`config.mk`:
```
export PLATFORM = sky130hd
export DESIGN_NAME = crc_16_rtu_rx_check
export DESIGN_NICKNAME = d
export VERILOG_FILES = /design/src/rtl/crc_16_rtu_rx_check.sv
export SDC_FILE = /design/constraint.sdc
export NUM_CORES = 1
export LEC_CHECK = 0
export BUFFER_PORTS_ARGS = -buffer_cell sky130_fd_sc_hd__clkbuf_2
export CAP_MARGIN = 20
export CORE_MARGIN = 3
export CORE_UTILIZATION = 51
export CTS_CLUSTER_DIAMETER = 50
export DETAILED_ROUTE_END_ITERATION = 8
export PLACE_DENSITY = 0.83
export SYNTH_ARGS = -nofsm -noshare
export SYNTH_HDL_FRONTEND = slang
export SYNTH_SLANG_ARGS = --single-unit
```
`constraint.sdc`:
```
create_clock -name clk -period 3.64 [get_ports clk]
set_input_delay 0.182 -clock clk [delete_from_list [all_inputs] [get_ports clk]]
set_output_delay 0.182 -clock clk [all_outputs]
set_load 0.1 [all_outputs]
```
`src/rtl/crc_16_rtu_rx_check.sv`:
```
// crc_16_rtu_rx_check: Modbus RTU receive-side CRC-16 frame checker
// Ports: clk; reset (async, active-high); byte_strb/byte_in incoming bytes (strobe edge-detected);
//   frame_end inter-frame silence pulse; busy while the bit-serial CRC engine shifts;
//   done one-cycle verdict pulse; crc_ok/crc_err/len_err/overrun held verdict flags;
//   byte_cnt/crc_rx/crc_calc held summary of the last frame.
module crc_16_rtu_rx_check #(
  parameter int MAX_BYTES = 256,
  parameter int MIN_BYTES = 4,
  localparam int CW = $clog2(MAX_BYTES + 2)
) (
  input  logic          clk,
  input  logic          reset,
  input  logic          byte_strb,
  input  logic [7:0]    byte_in,
  input  logic          frame_end,
  output logic          busy,
  output logic          done,
  output logic          crc_ok,
  output logic          crc_err,
  output logic          len_err,
  output logic          overrun,
  output logic [CW-1:0] byte_cnt,
  output logic [15:0]   crc_rx,
  output logic [15:0]   crc_calc
);
  typedef enum logic [1:0] {IDLE, SHIFT, CHECK} state_t;
  state_t state, state_n;
  logic prev, pend_end, ovr, ok_r, err_r, len_r, ovr_r;
  logic strb_edge, chk, len_bad, match, v_ok, v_err;
  logic [7:0] h_old, h_new;
  logic [2:0] bit_cnt;
  logic [15:0] crc, crc_sh, rx_r, calc_r;
  logic [CW-1:0] cnt, cnt_inc, cnt_r;
  always_comb begin
    strb_edge = byte_strb & ~prev;
    chk = state == CHECK;
    cnt_inc = (cnt == CW'(MAX_BYTES + 1)) ? cnt : cnt + CW'(1);
    crc_sh = crc[0] ? (crc >> 1) ^ 16'hA001 : crc >> 1;
    len_bad = cnt < CW'(MIN_BYTES) || cnt > CW'(MAX_BYTES);
    match = crc == {h_new, h_old};
    v_ok = !len_bad && !ovr && match;
    v_err = !len_bad && !ovr && !match;
    state_n = state;
    case (state)
      // a pending end (byte and frame_end together) wins over any new byte
      IDLE: state_n = pend_end ? CHECK : strb_edge ? (cnt >= CW'(2) ? SHIFT : IDLE) : frame_end ? CHECK : IDLE;
      SHIFT: state_n = bit_cnt != 3'd7 ? SHIFT : (pend_end || frame_end) ? CHECK : IDLE;
      default: state_n = IDLE;
    endcase
  end
  // verdict is shown live during CHECK and held from the registers afterwards
  always_comb begin
    done = chk;
    crc_ok = chk ? v_ok : ok_r;
    crc_err = chk ? v_err : err_r;
    len_err = chk ? len_bad : len_r;
    overrun = chk ? ovr : ovr_r;
    byte_cnt = chk ? cnt : cnt_r;
    crc_rx = chk ? {h_new, h_old} : rx_r;
    crc_calc = chk ? crc : calc_r;
  end
  always_ff @(posedge clk or posedge reset) begin
    if (reset) state <= IDLE;
    else state <= state_n;
  end
  always_ff @(posedge clk or posedge reset) begin
    if (reset) begin
      prev <= 1'b0;
      pend_end <= 1'b0;
      ovr <= 1'b0;
      busy <= 1'b0;
      bit_cnt <= 3'd0;
      h_old <= 8'h00;
      h_new <= 8'h00;
      crc <= 16'hFFFF;
      cnt <= '0;
      ok_r <= 1'b0;
      err_r <= 1'b0;
      len_r <= 1'b0;
      ovr_r <= 1'b0;
      cnt_r <= '0;
      rx_r <= 16'h0000;
      calc_r <= 16'h0000;
    end else begin
      prev <= byte_strb;
      case (state)
        IDLE: if (!pend_end && strb_edge) begin
          // the two newest bytes stay in the hold regs as the candidate CRC
          h_old <= h_new;
          h_new <= byte_in;
          cnt <= cnt_inc;
          pend_end <= frame_end;
          if (cnt >= CW'(2)) begin
            crc <= {crc[15:8], crc[7:0] ^ h_old};
            busy <= 1'b1;
            bit_cnt <= 3'd0;
          end
        end
        SHIFT: begin
          crc <= crc_sh;
          bit_cnt <= bit_cnt + 3'd1;
          if (strb_edge) ovr <= 1'b1;
          if (frame_end) pend_end <= 1'b1;
          if (bit_cnt == 3'd7) busy <= 1'b0;
        end
        default: begin
          ok_r <= v_ok;
          err_r <= v_err;
          len_r <= len_bad;
          ovr_r <= ovr;
          cnt_r <= cnt;
          rx_r <= {h_new, h_old};
          calc_r <= crc;
          crc <= 16'hFFFF;
          cnt <= '0;
          ovr <= 1'b0;
          pend_end <= 1'b0;
          h_old <= 8'h00;
          h_new <= 8'h00;
        end
      endcase
    end
  end
endmodule
```
==> impl_metrics.py, run 1 <==
metrics = {
    "timing": {
        "max_freq_mhz": 320,
        "hold_viol": 0,
        "slew_violations": 0,
        "tightestPinTransition_ns": 1.05,
        "fin_skew_ns": 0.0119,
        "slew_headroom": 0.303,
        "finalCriticalPeriod_ns": 3.12,
        "worst_hold_slack_ns": 0.0319,
        "setup_violations": 0,
        "tns_ns": 0,
        "post-route-period-util": 0.858,
        "rsz0062_at_grt": "no",
    },
    "placement": {
        "port_buffers": 58,
        "place_hpwl_mm": 7.59,
        "place_congestion": 0.836,
    },
    "drt": {
        "dr_total_vias": 3817,
        "detail_route.wl_per_cell_um": 17.8,
        "ant_nets": 0,
        "drc": 0,
        "drtIter0Drc": 357,
        "wl_mm": 11.2,
        "routed_via_density": 6.04,
        "drt_pass1_iterations": 4,
    },
    "floorplanning": {
        "coreArea_sq_mm": 0.00889,
        "ios": 59,
        "design.die.area_sq_mm": 0.0106,
        "die_h_um": 103,
        "initial_core_util": 0.537,
        "rows": 34,
        "dieWidth_um": 103,
    },
    "global_routing": {
        "antenna_found_initial": 0,
        "grt_max_degree": 96,
        "overflow": 0,
        "grt_pass1_wl_mm": 18.9,
        "grt_pass1_vias": 3739,
        "grt_use_total": 0.227,
    },
    "yosys": {
        "syn-mean-instance-area_sq_um": 10.1,
        "synth-seq-area-share": 0.502,
        "synth-seq-cells": 95,
        "synth_nets": 488,
        "postSynthCellCount": 472,
        "syn-cell-area_sq_mm": 0.00477,
        "synth_warnings": 0,
        "yosysUniqueCellTypes": 45,
    },
    "clocking": {
        "cts_resized": 0,
        "cts.clk_slew.worst_paths_ns": 0.09,
        "numCtsBuffers": 9,
        "clk_path_buf_depth": 2,
        "cts_root_buf": "clkbuf_8",
        "clock_sinks": 95,
        "cts_tree": "built",
        "clock_latency_ns": 0.36,
        "htreeDepth": 3,
    },
    "final_layout": {
        "nNetsFinal": 535,
        "drive_gt1_frac": 0.292,
        "area_growth_pct": 25.8,
        "regArea_sq_mm": 0.00240,
        "fill_cells": 589,
        "n_antenna_cell": 0,
        "multi_input_area_sq_mm": 0.00220,
    },
    "worst_setup_path": {
        "start_kind": "flip-flop",
        "r2r_slack_ns": 1.07,
        "r2r_end": "cnt[5]",
        "worstSetupPathType": "flip-flop to output port",
        "r2r-start": "state[1]",
        "crit_start": "state[0]",
        "required_ns": 3.46,
        "r2r_cells": 5,
        "worstPathMaxFanout": 30,
        "arrival_ns": 2.94,
        "endpoint_kind": "output port",
    },
    "worst_hold_path": {
        "worstHoldStart": "byte_in[4]",
        "hp-class": "primary input to flip-flop",
        "holdPathEnd": "h_new[4]",
        "min_path_cells": 2,
    },
    "flow_run": {
        "maxCapViolations": 0,
    },
    "outcome": {
        "outcome": "finished clean",
    },
}
## kinds of logic after synthesis
| group | after synthesis | synth area share |
|---|---|---|
| and+or+nand+nor | 193 | 0.189 |
| DFF | 95 | 0.502 |
| AOI/OAI and AO/OA | 76 | 0.121 |
| muxes | 46 | 0.108 |
| buffers and inverters | 41 | 0.0380 |
| xor gates and xnor gates | 17 | 0.0312 |
| adders and majority gates | 4 | 0.0105 |
## Yosys cell counts (all sizes together)
master | instances | share of area
clkbuf | 17 | 0.013
nor3 | 8 | 0.0094
o22ai | 4 | 0.0052
clkinv | 1 | 0.00079
a211o | 8 | 0.015
and2 | 3 | 0.0039
o31ai | 8 | 0.013
dfstp | 16 | 0.088
a22o | 18 | 0.033
or3b | 1 | 0.0018
xor2 | 16 | 0.029
inv | 7 | 0.0055
a2111oi | 7 | 0.014
xnor2 | 1 | 0.0018
o21ai | 7 | 0.0073
a31oi | 2 | 0.0026
nand2 | 129 | 0.10
or4 | 7 | 0.011
dfrtp | 79 | 0.41
and4 | 4 | 0.0076
a311oi | 7 | 0.013
o21bai | 1 | 0.0016
nor2b | 9 | 0.012
nand4 | 3 | 0.0039
a21oi | 13 | 0.014
or3 | 1 | 0.0013
ha | 4 | 0.010
nor4 | 7 | 0.012
nor3b | 8 | 0.013
nor2 | 9 | 0.0071
mux2i | 1 | 0.0021
buf | 16 | 0.018
nand3 | 3 | 0.0031
o221a | 1 | 0.0024
mux2 | 45 | 0.11
nand2b | 1 | 0.0013
## layout make-up
type | instances | share of cell area
clock buffer | 10 | 0.0213
clock inverter | 6 | 0.0117
inverter | 8 | 0.00521
multi-input combinational | 336 | 0.366
sequential | 95 | 0.399
tap | 108 | 0.0225
timing repair buffer | 69 | 0.174
## routing by layer
layer	GRT usage	vias up	wire (um)
met1	0.323	1908	4990
met3	0.0413	11	675
li1	-	1755	-
met5	0	-	0
met2	0.362	143	5400
met4	0.0608	0	157
## layout by cell type, fill, tap and decap left out, types with 12 or more instances in the layout
cell        n
a22o_1     18
a21oi_1    12
mux2_2     45
clkbuf_2   14
nand2_1   129
dfstp_2    16
buf_12     44
dfrtp_1    78
xor2_1     16
## worst max path at each step
stage                       end  slack (ns)  cells after the start
floorplan               len_err        0.18                      4
global placement      crc_rx[5]        1.11                      6
detailed placement   crc_rx[12]        0.94                      6
CTS                  crc_rx[12]        0.54                      6
global route        byte_cnt[4]        0.32                      6
finish               crc_rx[12]        0.52                      6
## registers in the layout (all words and copies together) (netlist names)
signal	cells
cnt	9
pend_end	1
h_new	8
busy	1
len_r	1
calc_r	16
bit_cnt	3
state	2
err_r	1
ovr	1
rx_r	16
prev	1
ovr_r	1
crc	16
h_old	8
ok_r	1
cnt_r	9
## metrics by stage
stage                     instances  setup slack (ns)  cell area, sq um  utilization
final                           632             0.518              6000        0.675
after global routing            632             0.315              6000        0.675
after CTS                       631             0.544              5990        0.674
after detailed placement        613             0.942              5780        0.650
after global placement          613              1.11              5780        0.650
after floorplan                 472             0.176              4770            -
## timing repair
action,CTS,global route
endpoints found under the hold margin,80,0
hold buffers,2,0
buffers inserted,0,0
## critical path: stages, from the launching register on
cell and delay [ns]:
dfrtp_1 0.36, nand2b_1 0.69, clkinv_1 0.66, buf_4 0.44
nand2_1 0.11, nand2_1 0.11, buf_12 0.19
Power of run 1 is not shown: default switching activity piles up to over one toggle a cycle in this logic, so the estimate is an artifact.
==> inputs of run 2 (changes only) <==
PLACE_DENSITY = 0.75   (was 0.83)
==> run 2 against run 1 <==
- final area rose by 0.73%
- clock skew about the same
- via count up 0.81%
- routed wire length shrank 2.2%
- worst hold slack better by 0.0018 ns
- first-iteration DRC count decreased by 6.2%
- non-clock buffer count unchanged
- critical path depth did not move
- count of clock-buffer cells in the layout up 3
- largest cell class unchanged
- sequential cell count is the same
- die area is the same
- sequential share of layout area decreased by 0.29 points
==> impl_metrics.py, run 2 (synthesis gave the netlist of run 1 again) <==
metrics = {
    "worst_setup_path": {
        "path_common_cell": "nand2_1",
        "start_kind": "flip-flop",
        "worstSetupPathType": "flip-flop to output port",
        "arrival_ns": 2.42,
        "required_ns": 3.46,
        "endpoint_kind": "output port",
        "path_cells": "nand2b_1, clkinv_1, buf_4, nand2_1, nand2_1, buf_12",
        "cpMaxStageDelayCell": "dfrtp_2",
        "worstPathMaxFanout": 27,
        "slowest_delay_ns": 0.60,
    },
    "clocking": {
        "htreeDepth": 3,
        "numCtsBuffers": 9,
        "cts_tree": "built",
        "clock_sinks": 95,
        "cts.clk_slew.worst_paths_ns": 0.09,
        "cts_resized": 0,
        "clk_path_buf_depth": 2,
        "cts_root_buf": "clkbuf_8",
        "clock_latency_ns": 0.36,
    },
    "final_layout": {
        "drive_gt1_frac": 0.288,
        "top_regs": "calc_r (16), crc (16), rx_r (16)",
        "mostFrequentLayoutCells": "129 x nand2_1, 78 x dfrtp_1, 45 x mux2_2, 44 x buf_12, 18 x a22o_1",
        "final_common_cell": "nand2_1",
        "area_growth_pct": 26.7,
        "nNetsFinal": 535,
        "n_antenna_cell": 0,
        "fill_cells": 671,
    },
    "drt": {
        "drtIter0Drc": 335,
        "drc": 0,
        "ant_nets": 0,
        "dr_total_vias": 3848,
        "wl_mm": 11.0,
        "routed_via_density": 6.09,
        "detail_route.wl_per_cell_um": 17.4,
        "drt_pass1_iterations": 5,
    },
    "timing": {
        "slew_headroom": 0.462,
        "post-route-period-util": 0.716,
        "rsz0062_at_grt": "no",
        "finalCriticalPeriod_ns": 2.61,
        "fin_skew_ns": 0.0114,
        "tightestPinTransition_ns": 0.807,
        "max_freq_mhz": 384,
        "hold_viol": 0,
        "setup_violations": 0,
        "slew_violations": 0,
        "tns_ns": 0,
    },
    "flow_run": {
        "maxCapViolations": 0,
    },
    "floorplanning": {
        "ios": 59,
        "die_h_um": 103,
        "design.die.area_sq_mm": 0.0106,
        "rows": 34,
        "dieWidth_um": 103,
        "initial_core_util": 0.537,
        "coreArea_sq_mm": 0.00889,
    },
    "placement": {
        "place_hpwl_mm": 7.39,
        "place_congestion": 0.862,
        "port_buffers": 58,
    },
    "global_routing": {
        "grt_max_degree": 71,
        "overflow": 0,
        "grt_pass1_vias": 3685,
        "grt_use_total": 0.222,
        "antenna_found_initial": 0,
        "grt_pass1_wl_mm": 18.4,
    },
    "worst_hold_path": {
        "hp-class": "primary input to flip-flop",
    },
    "outcome": {
        "outcome": "finished clean",
    },
}
## run 2: through the flow
stage / instance area [sq um] / hold slack [ns] / setup slack (ns) / util / cells
2_1_floorplan: 4770 / 0.213 / 0.176 / - / 472
3_3_place_gp: 5780 / 0.0511 / 1.49 / 0.650 / 613
3_5_place_dp: 5780 / 0.0557 / 1.41 / 0.650 / 613
4_1_cts: 6040 / 0.0245 / 1.01 / 0.679 / 631
5_1_grt: 6050 / 0.0405 / 0.886 / 0.680 / 632
6_report: 6050 / 0.0337 / 1.03 / 0.680 / 632
## run 2: worst max-delay path, delay by kind of cell, from the launching register on
kind,cells,cell delay [ns]
buffers and inverters,3,1.11
DFF,1,0.60
and+or+nand+nor,3,0.36
## run 2: area by class of cell
cell class	count	area, sq um	area share
Sequential cell	95	2400	0.397
Multi-Input combinational cell	336	2200	0.364
Timing Repair Buffer	69	1040	0.173
Clock buffer	13	149	0.0246
Tap cell	108	135	0.0223
Clock inverter	3	90.1	0.0149
Inverter	8	31.3	0.00517
## run 2: worst paths after layout
kind	from	endpoint	slack (ns)	depth (start not counted)
setup / recovery	state[1]	crc_calc[7]	1.03	6
hold reg to reg	rx_r[5]	rx_r[5]	0.51	1
max in group asynchronous	reset	crc[8]	2.64	4
min in group asynchronous	reset	bit_cnt[1]	0.23	3
setup reg to reg	cnt[1]	cnt[5]	1.47	6
hold / removal	byte_in[4]	h_new[4]	0.03	2
## run 2: timing repair
item / CTS / global route
hold buffers: 2 / 0
buffers inserted: 0 / 0
setup endpoints to repair: 0 / 0
hold endpoints to repair: 7 / 0
## run 2: layer usage
layer  up-vias  global-route usage  share of wire
met3        22              0.0413          0.053
met5         -                   0              0
li1       1755                   -              -
met4         0              0.0747          0.019
met1      1937               0.325           0.46
met2       134               0.336           0.47
Power of run 2 is left out for the same reason.
==> inputs of run 3 (changes only) <==
ABC_AREA = 1   (was default)
clock period = 2.45 ns   (was 3.64 ns; I/O delays follow)
==> run 3 against run 2 <==
- final area increased by 4.6%
- die area grew 1.2%
- count of clock-buffer cells in the layout fell by 4
- first-iteration DRC count is 11% lower
- sequential share of layout area shrank 1.8 points
- clock skew about the same
- synthesized cell count up 35%
- area after synthesis is 1.3% higher
- utilization rose by 2.5 points
==> impl_metrics.py, run 3 <==
metrics = {
    "outcome": {
        "outcome": "finished clean",
    },
    "placement": {
        "port_buffers": 58,
        "place_hpwl_mm": 8.24,
        "place_congestion": 0.966,
    },
    "yosys": {
        "synth_xor_area_frac": 0.00544,
        "synth-seq-area-share": 0.496,
        "syn-cell-area_sq_mm": 0.00483,
        "synth_warnings": 0,
        "synth_adder_area_share": 0.0104,
        "synth-edff-count": 0,
        "postSynthCellCount": 637,
        "async_flop_share": 1.00,
        "synthMuxAreaShare": 0,
        "synth_top_cell_by_area": "dfrtp_1",
        "syn-mean-instance-area_sq_um": 7.59,
        "synth-compound-area-share": 0.167,
        "synth_top_family_by_area": "simple AND/OR/NAND/NOR gates",
        "synth_flop_cell": "dfrtp_1",
        "synth-simple-area-share": 0.229,
        "yosysUniqueCellTypes": 30,
        "synth_nets": 653,
        "synth.top_cell.area_share": 0.409,
        "synthTopCellsByArea": "dfrtp_1 41%, nand2_1 17%, o21ai_0 12%, dfstp_2 8.7%, inv_1 6.5%",
        "ys_top_cells_by_count": "222 x nand2_1, 115 x o21ai_0, 84 x inv_1",
        "yosysMostFrequentCell": "nand2_1",
        "synth-seq-cells": 95,
    },
    "drt": {
        "drc": 0,
        "dr_total_vias": 4221,
        "ant_nets": 0,
        "wl_mm": 11.4,
        "drtIter0Drc": 299,
        "routed_via_density": 5.10,
        "drt_pass1_iterations": 5,
        "detail_route.wl_per_cell_um": 13.8,
    },
    "worst_setup_path": {
        "endpoint_kind": "output port",
        "worstSetupPathType": "flip-flop to output port",
        "r2r-start": "state[0]",
        "r2r_slack_ns": 0.60,
        "worstPathMaxFanout": 7,
        "cp-endpoint": "crc_ok",
        "arrival_ns": 2.09,
        "r2r_end": "h_old[1]",
        "required_ns": 2.33,
        "start_kind": "flip-flop",
        "r2r_cells": 5,
        "crit_start": "cnt[4]",
    },
    "clocking": {
        "clk_path_buf_depth": 2,
        "numCtsBuffers": 9,
        "clock_latency_ns": 0.37,
        "cts_root_buf": "clkbuf_8",
        "clock_sinks": 95,
        "cts_tree": "built",
        "cts.clk_slew.worst_paths_ns": 0.10,
        "htreeDepth": 3,
    },
    "global_routing": {
        "grt_pass1_vias": 3871,
        "antenna_found_initial": 0,
        "grt_pass1_wl_mm": 19.2,
        "grt_use_total": 0.233,
        "overflow": 0,
        "grt_max_degree": 52,
    },
    "worst_hold_path": {
        "hp-class": "primary input to flip-flop",
    },
    "final_layout": {
        "final_common_cell": "nand2_1",
        "nNetsFinal": 713,
        "area_growth_pct": 30.9,
        "mostFrequentLayoutCells": "222 x nand2_1, 85 x o21ai_0, 83 x inv_1, 79 x dfrtp_1, 47 x buf_12",
        "n_antenna_cell": 0,
        "drive_gt1_frac": 0.199,
        "top_regs": "calc_r (16), crc (16), rx_r (16)",
    },
    "floorplanning": {
        "design.die.area_sq_mm": 0.0107,
        "initial_core_util": 0.538,
        "die_h_um": 103,
        "coreArea_sq_mm": 0.00898,
        "rows": 34,
        "dieWidth_um": 103,
        "ios": 59,
    },
    "timing": {
        "fin_skew_ns": 0.0118,
        "worst_hold_slack_ns": 0.0237,
        "tightestPinTransition_ns": 0.737,
        "slew_headroom": 0.508,
        "finalCriticalPeriod_ns": 2.21,
        "post-route-period-util": 0.903,
        "slew_violations": 0,
        "hold_viol": 0,
        "max_freq_mhz": 452,
        "setup_violations": 0,
        "rsz0062_at_grt": "no",
    },
    "flow_run": {
        "maxCapViolations": 0,
    },
}
## run 3: layout make-up
cell class / count / area, sq um
fillers: 698 / 2650
inverters: 86 / 327
clock inverters: 7 / 95.1
flip-flops and latches: 95 / 2400
repair buffers: 74 / 1140
well taps: 126 / 158
clock buffers: 9 / 124
multi-input cells: 431 / 2090
## run 3: worst max-delay path: stages, from the launching register on
cell	delay, ns
dfrtp_1	0.46
nor2_1	0.18
nand2_1	0.13
o21ai_0	0.18
nand2_1	0.12
nor2_1	0.22
nand3_1	0.11
nand2_1	0.13
buf_12	0.18
## run 3: worst min-delay path by stage
stage	from	end	slack, ns	depth (start not counted)
after floorplan	byte_strb	prev	0.15	0
final	byte_in[4]	h_new[4]	0.02	3
after detailed placement	byte_strb	prev	0.25	1
after global placement	byte_strb	prev	0.25	1
after global routing	byte_in[4]	h_new[4]	0.02	3
after CTS	byte_in[0]	h_new[0]	0.009	3
## run 3: timing repair
action | CTS | global route
setup buffers | 0 | 0
resized for setup | 0 | 0
setup endpoints to repair | 0 | 0
hold buffers | 8 | 1
hold endpoints to repair | 36 | 1
## run 3: stage by stage
stage               area, sq um   util  std cells  worst slack, ns  setup TNS, ns
floorplan                  4930      -        637           -0.629          -8.32
global placement           6020  0.671        803            0.701              0
detailed placement         6020  0.671        803            0.654              0
CTS                        6320  0.704        827            0.247              0
global route               6330  0.705        828           0.0179              0
finish                     6330  0.705        828            0.238              0
## run 3: cell families after synthesis
kind of cell / after synthesis
and+or+nand+nor: 274
AOI/OAI and AO/OA: 150
adders and majority gates: 4
xor gates and xnor gates: 3
buffers and inverters: 111
DFF: 95
## run 3: layer usage
| metal | GRT usage | routed length [um] |
|---|---|---|
| met1 | 0.354 | 5460 |
| met2 | 0.346 | 5160 |
| met3 | 0.0396 | 651 |
| met4 | 0.0608 | 123 |
| met5 | 0 | 0 |
Power of run 3 is left out for the same reason.
